File: config.mk
export PLATFORM = sky130hd
export DESIGN_NAME = logit_argmax
export DESIGN_NICKNAME = d
export VERILOG_FILES = /design/src/rtl/logit_argmax.sv
export SDC_FILE = /design/constraint.sdc
export NUM_CORES = 1
export LEC_CHECK = 0
export BUFFER_PORTS_ARGS = -buffer_cell sky130_fd_sc_hd__buf_2
export CORE_MARGIN = 2
export CORE_UTILIZATION = 30
export DETAILED_ROUTE_END_ITERATION = 10
export GPL_ROUTABILITY_DRIVEN = 1
export SETUP_SLACK_MARGIN = 0.5
export SYNTH_ARGS = -nofsm -noshare
export SYNTH_HDL_FRONTEND = slang
export SYNTH_SLANG_ARGS = --single-unit
export TNS_END_PERCENT = 5
File: constraint.sdc
create_clock -name clk -period 4.3 [get_ports clk]
set_input_delay 0.86 -clock clk [delete_from_list [all_inputs] [get_ports clk]]
set_output_delay 0.86 -clock clk [all_outputs]
set_load 0.1 [all_outputs]
File: src/rtl/logit_argmax.sv
// Greedy next-token selector: streams FP16 logits for one packet and returns the
// index and canonicalised value of the largest non-NaN logit over a valid/ready port.
module logit_argmax #(
    parameter int NUM_LOGITS = 76,
    parameter int TOKEN_W    = 7
) (
    input  logic               clk,
    input  logic               reset,
    input  logic               s_logit_valid,
    output logic               s_logit_ready,
    input  logic [15:0]        s_logit_data,
    input  logic               s_logit_last,
    output logic               m_token_valid,
    input  logic               m_token_ready,
    output logic [TOKEN_W-1:0] m_token,
    output logic [15:0]        m_max_logit,
    output logic               m_count_error,
    output logic               m_all_nan,
    output logic               busy
);

    // Handshakes: a transfer happens on a rising edge where valid & ready are both high;
    // valid and payload stay stable until that edge, ready may change freely.

    typedef enum logic {
        ACCUM = 1'b0,
        HOLD  = 1'b1
    } state_t;

    localparam logic [TOKEN_W-1:0] LAST_IDX = TOKEN_W'(NUM_LOGITS - 1);

    state_t               state_q, state_d;
    logic [TOKEN_W-1:0]   idx_q, idx_d;
    logic                 best_valid_q, best_valid_d;
    logic [15:0]          best_val_q, best_val_d;
    logic [TOKEN_W-1:0]   best_idx_q, best_idx_d;
    logic [TOKEN_W-1:0]   token_q, token_d;
    logic [15:0]          max_logit_q, max_logit_d;
    logic                 count_error_q, count_error_d;
    logic                 all_nan_q, all_nan_d;

    logic                 accept;
    logic                 beat_nan;
    logic [15:0]          beat_canon;
    logic                 take;
    logic                 pkt_end;

    // Maps binary16 onto an unsigned total order (negatives reversed, positives lifted).
    function automatic logic [15:0] sort_key(input logic [15:0] x);
        return x[15] ? ~x : (x ^ 16'h8000);
    endfunction

    always_comb begin
        accept     = s_logit_valid && (state_q == ACCUM);
        beat_nan   = (s_logit_data[14:10] == 5'h1F) && (s_logit_data[9:0] != 10'd0);
        beat_canon = (s_logit_data == 16'h8000) ? 16'h0000 : s_logit_data;
        take       = accept && !beat_nan &&
                     (!best_valid_q || (sort_key(beat_canon) > sort_key(best_val_q)));
        pkt_end    = accept && (s_logit_last || (idx_q == LAST_IDX));

        state_d       = state_q;
        idx_d         = idx_q;
        best_valid_d  = best_valid_q;
        best_val_d    = best_val_q;
        best_idx_d    = best_idx_q;
        token_d       = token_q;
        max_logit_d   = max_logit_q;
        count_error_d = count_error_q;
        all_nan_d     = all_nan_q;

        if (state_q == ACCUM) begin
            if (take) begin
                best_valid_d = 1'b1;
                best_val_d   = beat_canon;
                best_idx_d   = idx_q;
            end
            if (pkt_end) begin
                // The closing beat takes part in the compare, so use the post-take best.
                state_d       = HOLD;
                idx_d         = '0;
                best_valid_d  = 1'b0;
                count_error_d = s_logit_last ? (idx_q != LAST_IDX) : 1'b1;
                if (best_valid_q || take) begin
                    token_d     = take ? idx_q : best_idx_q;
                    max_logit_d = take ? beat_canon : best_val_q;
                    all_nan_d   = 1'b0;
                end else begin
                    token_d     = '0;
                    max_logit_d = 16'h7E00;
                    all_nan_d   = 1'b1;
                end
            end else if (accept) begin
                idx_d = idx_q + 1'b1;
            end
        end else if (m_token_ready) begin
            state_d       = ACCUM;
            count_error_d = 1'b0;
            all_nan_d     = 1'b0;
        end
    end

    always_ff @(posedge clk) begin
        if (reset) begin
            state_q       <= ACCUM;
            idx_q         <= '0;
            best_valid_q  <= 1'b0;
            best_val_q    <= 16'h0000;
            best_idx_q    <= '0;
            token_q       <= '0;
            max_logit_q   <= 16'h0000;
            count_error_q <= 1'b0;
            all_nan_q     <= 1'b0;
        end else begin
            state_q       <= state_d;
            idx_q         <= idx_d;
            best_valid_q  <= best_valid_d;
            best_val_q    <= best_val_d;
            best_idx_q    <= best_idx_d;
            token_q       <= token_d;
            max_logit_q   <= max_logit_d;
            count_error_q <= count_error_d;
            all_nan_q     <= all_nan_d;
        end
    end

    assign s_logit_ready = (state_q == ACCUM);
    assign m_token_valid = (state_q == HOLD);
    assign m_token       = token_q;
    assign m_max_logit   = max_logit_q;
    assign m_count_error = count_error_q;
    assign m_all_nan     = all_nan_q;
    assign busy          = (idx_q != '0) || (state_q == HOLD);

endmodule
======== After elaboration in Yosys (flattened, before gate mapping) ========
Cells that the tools add are included.
word-level totals
  register bits ........................... 57
  input port bits ......................... 21
  output and inout bits ................... 28
  word-level logic and storage cells ...... 62
operators by class
  $add $sub $neg .......................... 1
  magnitude comparators ................... 1
  eq/ne operators ......................... 5
  muxes and demuxes ....................... 21
  bitwise gates (word level) .............. 5
  reductions and logical operators ........ 20
operators with widths
  kind                                                           number
  16-bit two-way mux                                             5
  16-bit NOT                                                     2
  7-bit two-way mux                                              4
  16-bit == test, second input constant                          1
  16-bit greater-than comparator                                 1
  1-bit two-way mux                                              12
  10-bit nonzero test                                            1
  2-bit AND reduction                                            4
  7-bit by 1-bit adder with 7-bit output, second input constant  1
  7-bit == test, second input constant                           1
  7-bit inequality test, second input constant                   1
  7-bit nonzero test                                             1
  2-bit nonzero test                                             3
  5-bit == test, second input constant                           1
  1-bit logical AND                                              5
  1-bit logical OR                                               4
  1-bit NOT                                                      3
  1-bit zero test                                                2
  2-bit inequality test, second input constant                   1

======== Depth between registers and ports, before layout ========
  depth after elaboration ................. 11
  mapped depth ............................ 16
  mapped depth without buffers ............ 12

======== Worst setup path before layout ========
Ideal clock, no wire load.
  path kind ............................... input -> register
  from .................................... input port s_logit_data[6]
  to ...................................... register max_logit_q[12], in the netlist m_max_logit[12]
  setup time .............................. 0.137 ns
  data arrival time ....................... 3.995 ns
  required time ........................... 4.163 ns
  slack ................................... 0.168 ns
  stages .................................. 15
  buffers on the path ..................... 3
  cell sequence ........................... nor4_1 -> nand3_1 -> and4bb_2 -> nand2b_1 -> buf_2 -> buf_2 -> mux2i_1 -> ha_1 -> nand4_2 -> or4_4 -> a21o_1 -> o211a_2 -> buf_6 -> o21ai_0 -> a311oi_1
between the ends
  longest elaborated chain between the ends .. 9
  elaborated cells between the ends (all ways) .. 15
  those cells by class .................... order compare: 1; eq/ne: 1; mux: 4; bitwise: 2; reduce/logical: 7
RTL lines
  item                                                    line  source
  from (decl)                                             11    input logic [15:0] s_logit_data,
  16-bit == test                                          56    beat_canon = (s_logit_data == 16'h8000) ? 16'h0000 : s_logit_data;
  16-bit two-way mux                                      56
  16-bit NOT or 1-bit NOT (tied branches)                 --
  16-bit two-way mux                                      50    return x[15] ? ~x : (x ^ 16'h8000);
  16-bit greater-than comparator                          58    (!best_valid_q || (sort_key(beat_canon) > sort_key(best_val_q)));
  1-bit logical OR                                        58
  1-bit logical AND                                       57    take = accept && !beat_nan &&
  16-bit two-way mux or 1-bit logical OR (tied branches)  --
  16-bit two-way mux (*)                                  83    if (best_valid_q || take) begin
  to (signal assigned)                                    120   max_logit_q <= max_logit_d;
  to (decl)                                               38    logic [15:0] max_logit_q, max_logit_d;
Mark *: on every way between the ends. The rest lies on a longest branch, timed or not.
A chain may end at the register's enable or synchronous reset.

======== Final worst setup path ========
  from .................................... input port s_logit_data[3]
  to ...................................... register best_val_q[15]
between the ends
  longest elaborated chain between the ends .. 8
  elaborated cells between the ends (all ways) .. 13
  those cells by class .................... order compare: 1; eq/ne: 1; mux: 3; bitwise: 2; reduce/logical: 6
RTL lines
  item                                     line  source
  16-bit == test                           56
  16-bit two-way mux                       56
  16-bit NOT or 1-bit NOT (tied branches)  --
  16-bit two-way mux                       50
  16-bit greater-than comparator           58
  1-bit logical OR                         58
  1-bit logical AND                        57
  16-bit two-way mux (*)                   --
  to (signal assigned)                     117   best_val_q <= best_val_d;
  to (decl)                                35    logic [15:0] best_val_q, best_val_d;
Marks and branches as above.

==> results.md <==
- After detailed routing, the met2 layer carries about 4.7 mm of wire.
- The critical path endpoint category is a flop.
- CTS built an H-tree with a depth of 3.
- The mean instance size in the synthesized netlist is a little over 8 um2.
- The clock passes through at most 2 buffers.
- After detailed routing, the wire length on met1 is ~4.1 mm.
- After the last flow step, the layout net total stands at between 400 and 500.
- The startpoint class of the critical path is a primary input.
- The shortest period the worst path allows is roughly 3.8 ns.
- The aggregate negative setup slack is 0 ns.
- The post-synthesis sequential element count is 57.
- During placement, the flow inserted port buffers numbering 48.
- At the end of routability-driven placement, the weighted congestion stood at roughly 0.79.
- The latest clock arrival within the worst-skew pair is 0.34 ns.
- The peak fanout along the critical path is 7.
- The power per standard cell area is ~370 nW/um2.
- The worst max-slew margin expressed relative to the limit is 50.4%.
- At the worst endpoint, the arrival time is just over 4 ns.
- The detailed router used layers up to and including met4.
- The total vias in the final route is between 3000 and 4000.
- The worst hold path passes through 2 cells.
- Global routing used 16.1% of the available tracks across all layers.
- The count of pins over their slew limit was 0.
- The number of cells on the worst reg-to-reg path is 8.
- The first global-routing pass estimated approximately 14 mm of wire.
- The fill cell instance count of the final layout is 1069.
- On the critical path the largest part of the delay comes from simple AND/OR/NAND/NOR gates.
- The total area of multi-input combinational cells is slightly below 2000 um2.
- After clock tree synthesis, the clock-pin slew on the worst setup and hold paths is 0.07 ns.
- The fraction of final layout cells sized beyond drive strength 1 is between 20% and 30%.
- The area added between synthesis and finish is 26.4%.
- The post-synthesis cell count is 381.
- Of the total synthesized cell area, the portion taken by XOR and XNOR cells is 7.50%.
- The number of synthesized flops with an enable pin is 0.
- The synthesized netlist net count is between 400 and 500.
- The maximum vdd ir drop is roughly 0.23 mV.
- The internal power component is about 0.00098 W.
- The core area is approximately 10000 um2.
- The synthesized area is 3150 um2.
- The delay contributed by the slowest stage of the critical path is ~0.60 ns.
- The part of the Yosys area used for sequential elements is roughly 36%.
- Wire segments on met3 add up to between 400 and 500 um in the final route.
- The net switching component of the power is roughly 0.00051 W.
- The power share of the sequential group is roughly two fifths.
- The number of global-route vias before repair is 2948.
- For the worst setup path, the data required time is 4.57 ns.
- The total overflow left after global routing is 0.
- For this run, design rule violations remaining after detail routing come to 0.
- The remaining antenna violation count after routing is 0.
- The critical path crosses 13 cells after its start point.
- The number of distinct standard cells referenced by the synthesized netlist is between 40 and 50.
- The count of standard-cell rows is 37.
- The Yosys step of the flow raised 0 warnings.
- The initial antenna violation count is 0.
- The total number of clock tree sinks is 57.
- The adder-cell share of the synthesized area is 7.15%.
- The final instance count without filler cells is about 570.
- The max-capacitance violation count is 0.
- Setup repair after global routing could not meet its margin everywhere.
- The width of the die is between 100 and 150 um.
- The most common cell after layout, fill and taps aside is dfxtp_1.
- The first-pass detailed-route iteration total is 4.
- Registers take between 1000 and 1500 um2.
- After detailed routing, the number of vias per cell comes to 5.27.
- The number of placed instances, taps included, is around 540.
- The dominant combinational cell family by area after synthesis is simple AND/OR/NAND/NOR gates.
- The startpoint-to-endpoint class of the critical path is primary input to flop.
- At the pin with the least slew margin, the transition time is 0.744 ns.
- The final cycle utilization of the critical path is slightly below 90%.
- The portion of synthesized area spent on multiplexers is between 2 and 3%.
- The final number of setup-violating endpoints is 0.
- The floorplan step defined a die boundary enclosing 11300 um2.
- Net switching is 34.2% of the power.
- CTS placed an instance of clkbuf_8 at the clock tree root.
- After detailed routing, the average wire length per cell comes to around 16 um.
- The top-level I/O count is about 50.
- The starting DRC count in detailed routing is 221.
- The highest-delay cell along the critical path is or4_4.
- The combinational fraction of design power is between 20% and 30%.
- The total length of routed wires is 9.34 mm.
- For this design the static power due to leakage is about 1.5 nW.
- TritonCTS built the clock tree.
- The flip-flop cell with the highest count after synthesis is dfxtp_1.
- In this run the vertical extent of the chip is between 100 and 150 um.
- The final-report hold violation count came to 0.
- Entering global routing, the biggest net connects 36 pins.
- The number of CTS-inserted buffers is 9.
- In the layout the commonest cells are dfxtp_1 (57), buf_2 (44), nand2_1 (43).
- The type of the most critical hold path is flop to flop.
- The number of antenna diodes in the final layout is 0.
- The total power is between 0.001 and 0.0015 W.
- The synthesized netlist devotes about 19% of its cell area to compound gates.
- The starting density of the core is between 30% and 40%.
- The number of buffers and inverters on the critical path is 1.
- The highest achievable clock rate is 0.261 GHz.
- The maximum clock skew at final layout is around 0.010 ns.
- The detailed-placement wirelength estimate is 6.04 mm.
- The clock network fraction of total power is about a third.
- The critical path goes through buf_2 > nor4_4 > nand3_2 > and4bb_2 > nand2b_4 > xnor2_2 > ha_1 > nand4_1 > or4_4 > a21o_4 > o211a_4 > or3_1 > a21oi_1.
- The run finished with clean final reports.
- The fraction of the mapped netlist area in simple logic gates is 22.0%.
- The fraction of registers with async set/reset is 0%.
## routing by layer
metal,vias to the layer above,GRT usage (%)
li1,1481,-
met1,1463,19.7
met2,68,27.2
met3,13,4.90
met4,0,4.73
met5,-,0
## synthesized netlist by cell type, types with 5 or more instances
cell / n / share of area [%]
nand4_1: 19 / 3.8
a311oi_1: 7 / 1.9
dfxtp_1: 57 / 36
a21oi_1: 35 / 5.6
o211ai_1: 17 / 4.0
mux2i_1: 8 / 2.5
ha_1: 18 / 7.1
inv_1: 5 / 0.60
o21ai_0: 23 / 3.7
nand3_1: 26 / 4.1
buf_4: 6 / 1.4
nand2_1: 43 / 5.1
clkbuf_1: 19 / 2.3
buf_2: 5 / 0.79
xnor2_1: 23 / 6.4
nor2_1: 27 / 3.2
## logic make-up (layout without fill, tap and decap cells)
kind of cell             count (synthesis)  count (layout)
adder cells (fa/ha/maj)                 18              18
AO/OA/AOI/OAI                           93              96
AND/OR/NAND/NOR                        139             140
buffers and inverters                   38              91
multiplexers                             9               9
flip-flops                              57              57
XOR/XNOR                                27              27
## sequential cells by signal, indices dropped and copies added (netlist names), 7 cells and up
| register | count |
|---|---|
| best_val_q | 16 |
| m_max_logit | 16 |
| best_idx_q | 7 |
| idx_q | 7 |
| m_token | 7 |
## worst reg2reg max path, cell delays in order (launching register included)
cell and delay (ns):
dfxtp_1 0.80, xnor2_1 0.15, ha_1 0.33, nand4_1 0.14, or4_4 0.60, a21o_4 0.25
o211a_4 0.19, or3_1 0.38, a21oi_1 0.14
## timing repair
item,in CTS,in global routing
resized for setup,1,25
hold buffers,0,0
setup buffers,3,9
setup endpoints to repair,40,46
pin swaps,1,13
gates cloned,1,3
endpoints found under the hold margin,0,0
## power by group through the flow
stage / logic (W) / clock network [W] / registers, W
floorplan: 0.000203 / 0 / 0.000650
global placement: 0.000346 / 0 / 0.000586
detailed placement: 0.000352 / 0 / 0.000587
CTS: 0.000356 / 0.000526 / 0.000575
global route: 0.000429 / 0.000549 / 0.000578
finish: 0.000395 / 0.000513 / 0.000575
## final cells by class
cell class | count | area share, %
clock inverter | 3 | 1.01
multi-input combinational | 290 | 49.8
tap | 136 | 4.27
timing repair buffer | 71 | 11.9
inverter | 5 | 0.471
clock buffer | 12 | 3.90
sequential | 57 | 28.7
## worst paths after layout
| kind | from | slack, ns | endpoint |
|---|---|---|---|
| worst max-delay path | s_logit_data[3] | 0.47 | best_val_q[15] |
| worst min-delay path | m_max_logit[4] | 0.47 | m_max_logit[4] |
| worst max register to register | best_val_q[15] | 1.26 | best_val_q[15] |
| worst min register to register | m_max_logit[4] | 0.47 | m_max_logit[4] |
## metrics by stage
step           setup slack (ns)  hold WS, ns  util, %  instance area (um2)
2_1_floorplan             0.449        0.454        -                 3230
6_report                  0.472        0.467     38.8                 3980
5_1_grt                   0.392        0.500     38.8                 3980
3_3_place_gp              0.144        0.452     34.7                 3570
3_5_place_dp             0.0133        0.459     34.7                 3570
4_1_cts                   0.511        0.475     37.0                 3800
Note: power is estimated with default switching activity, not from simulation.
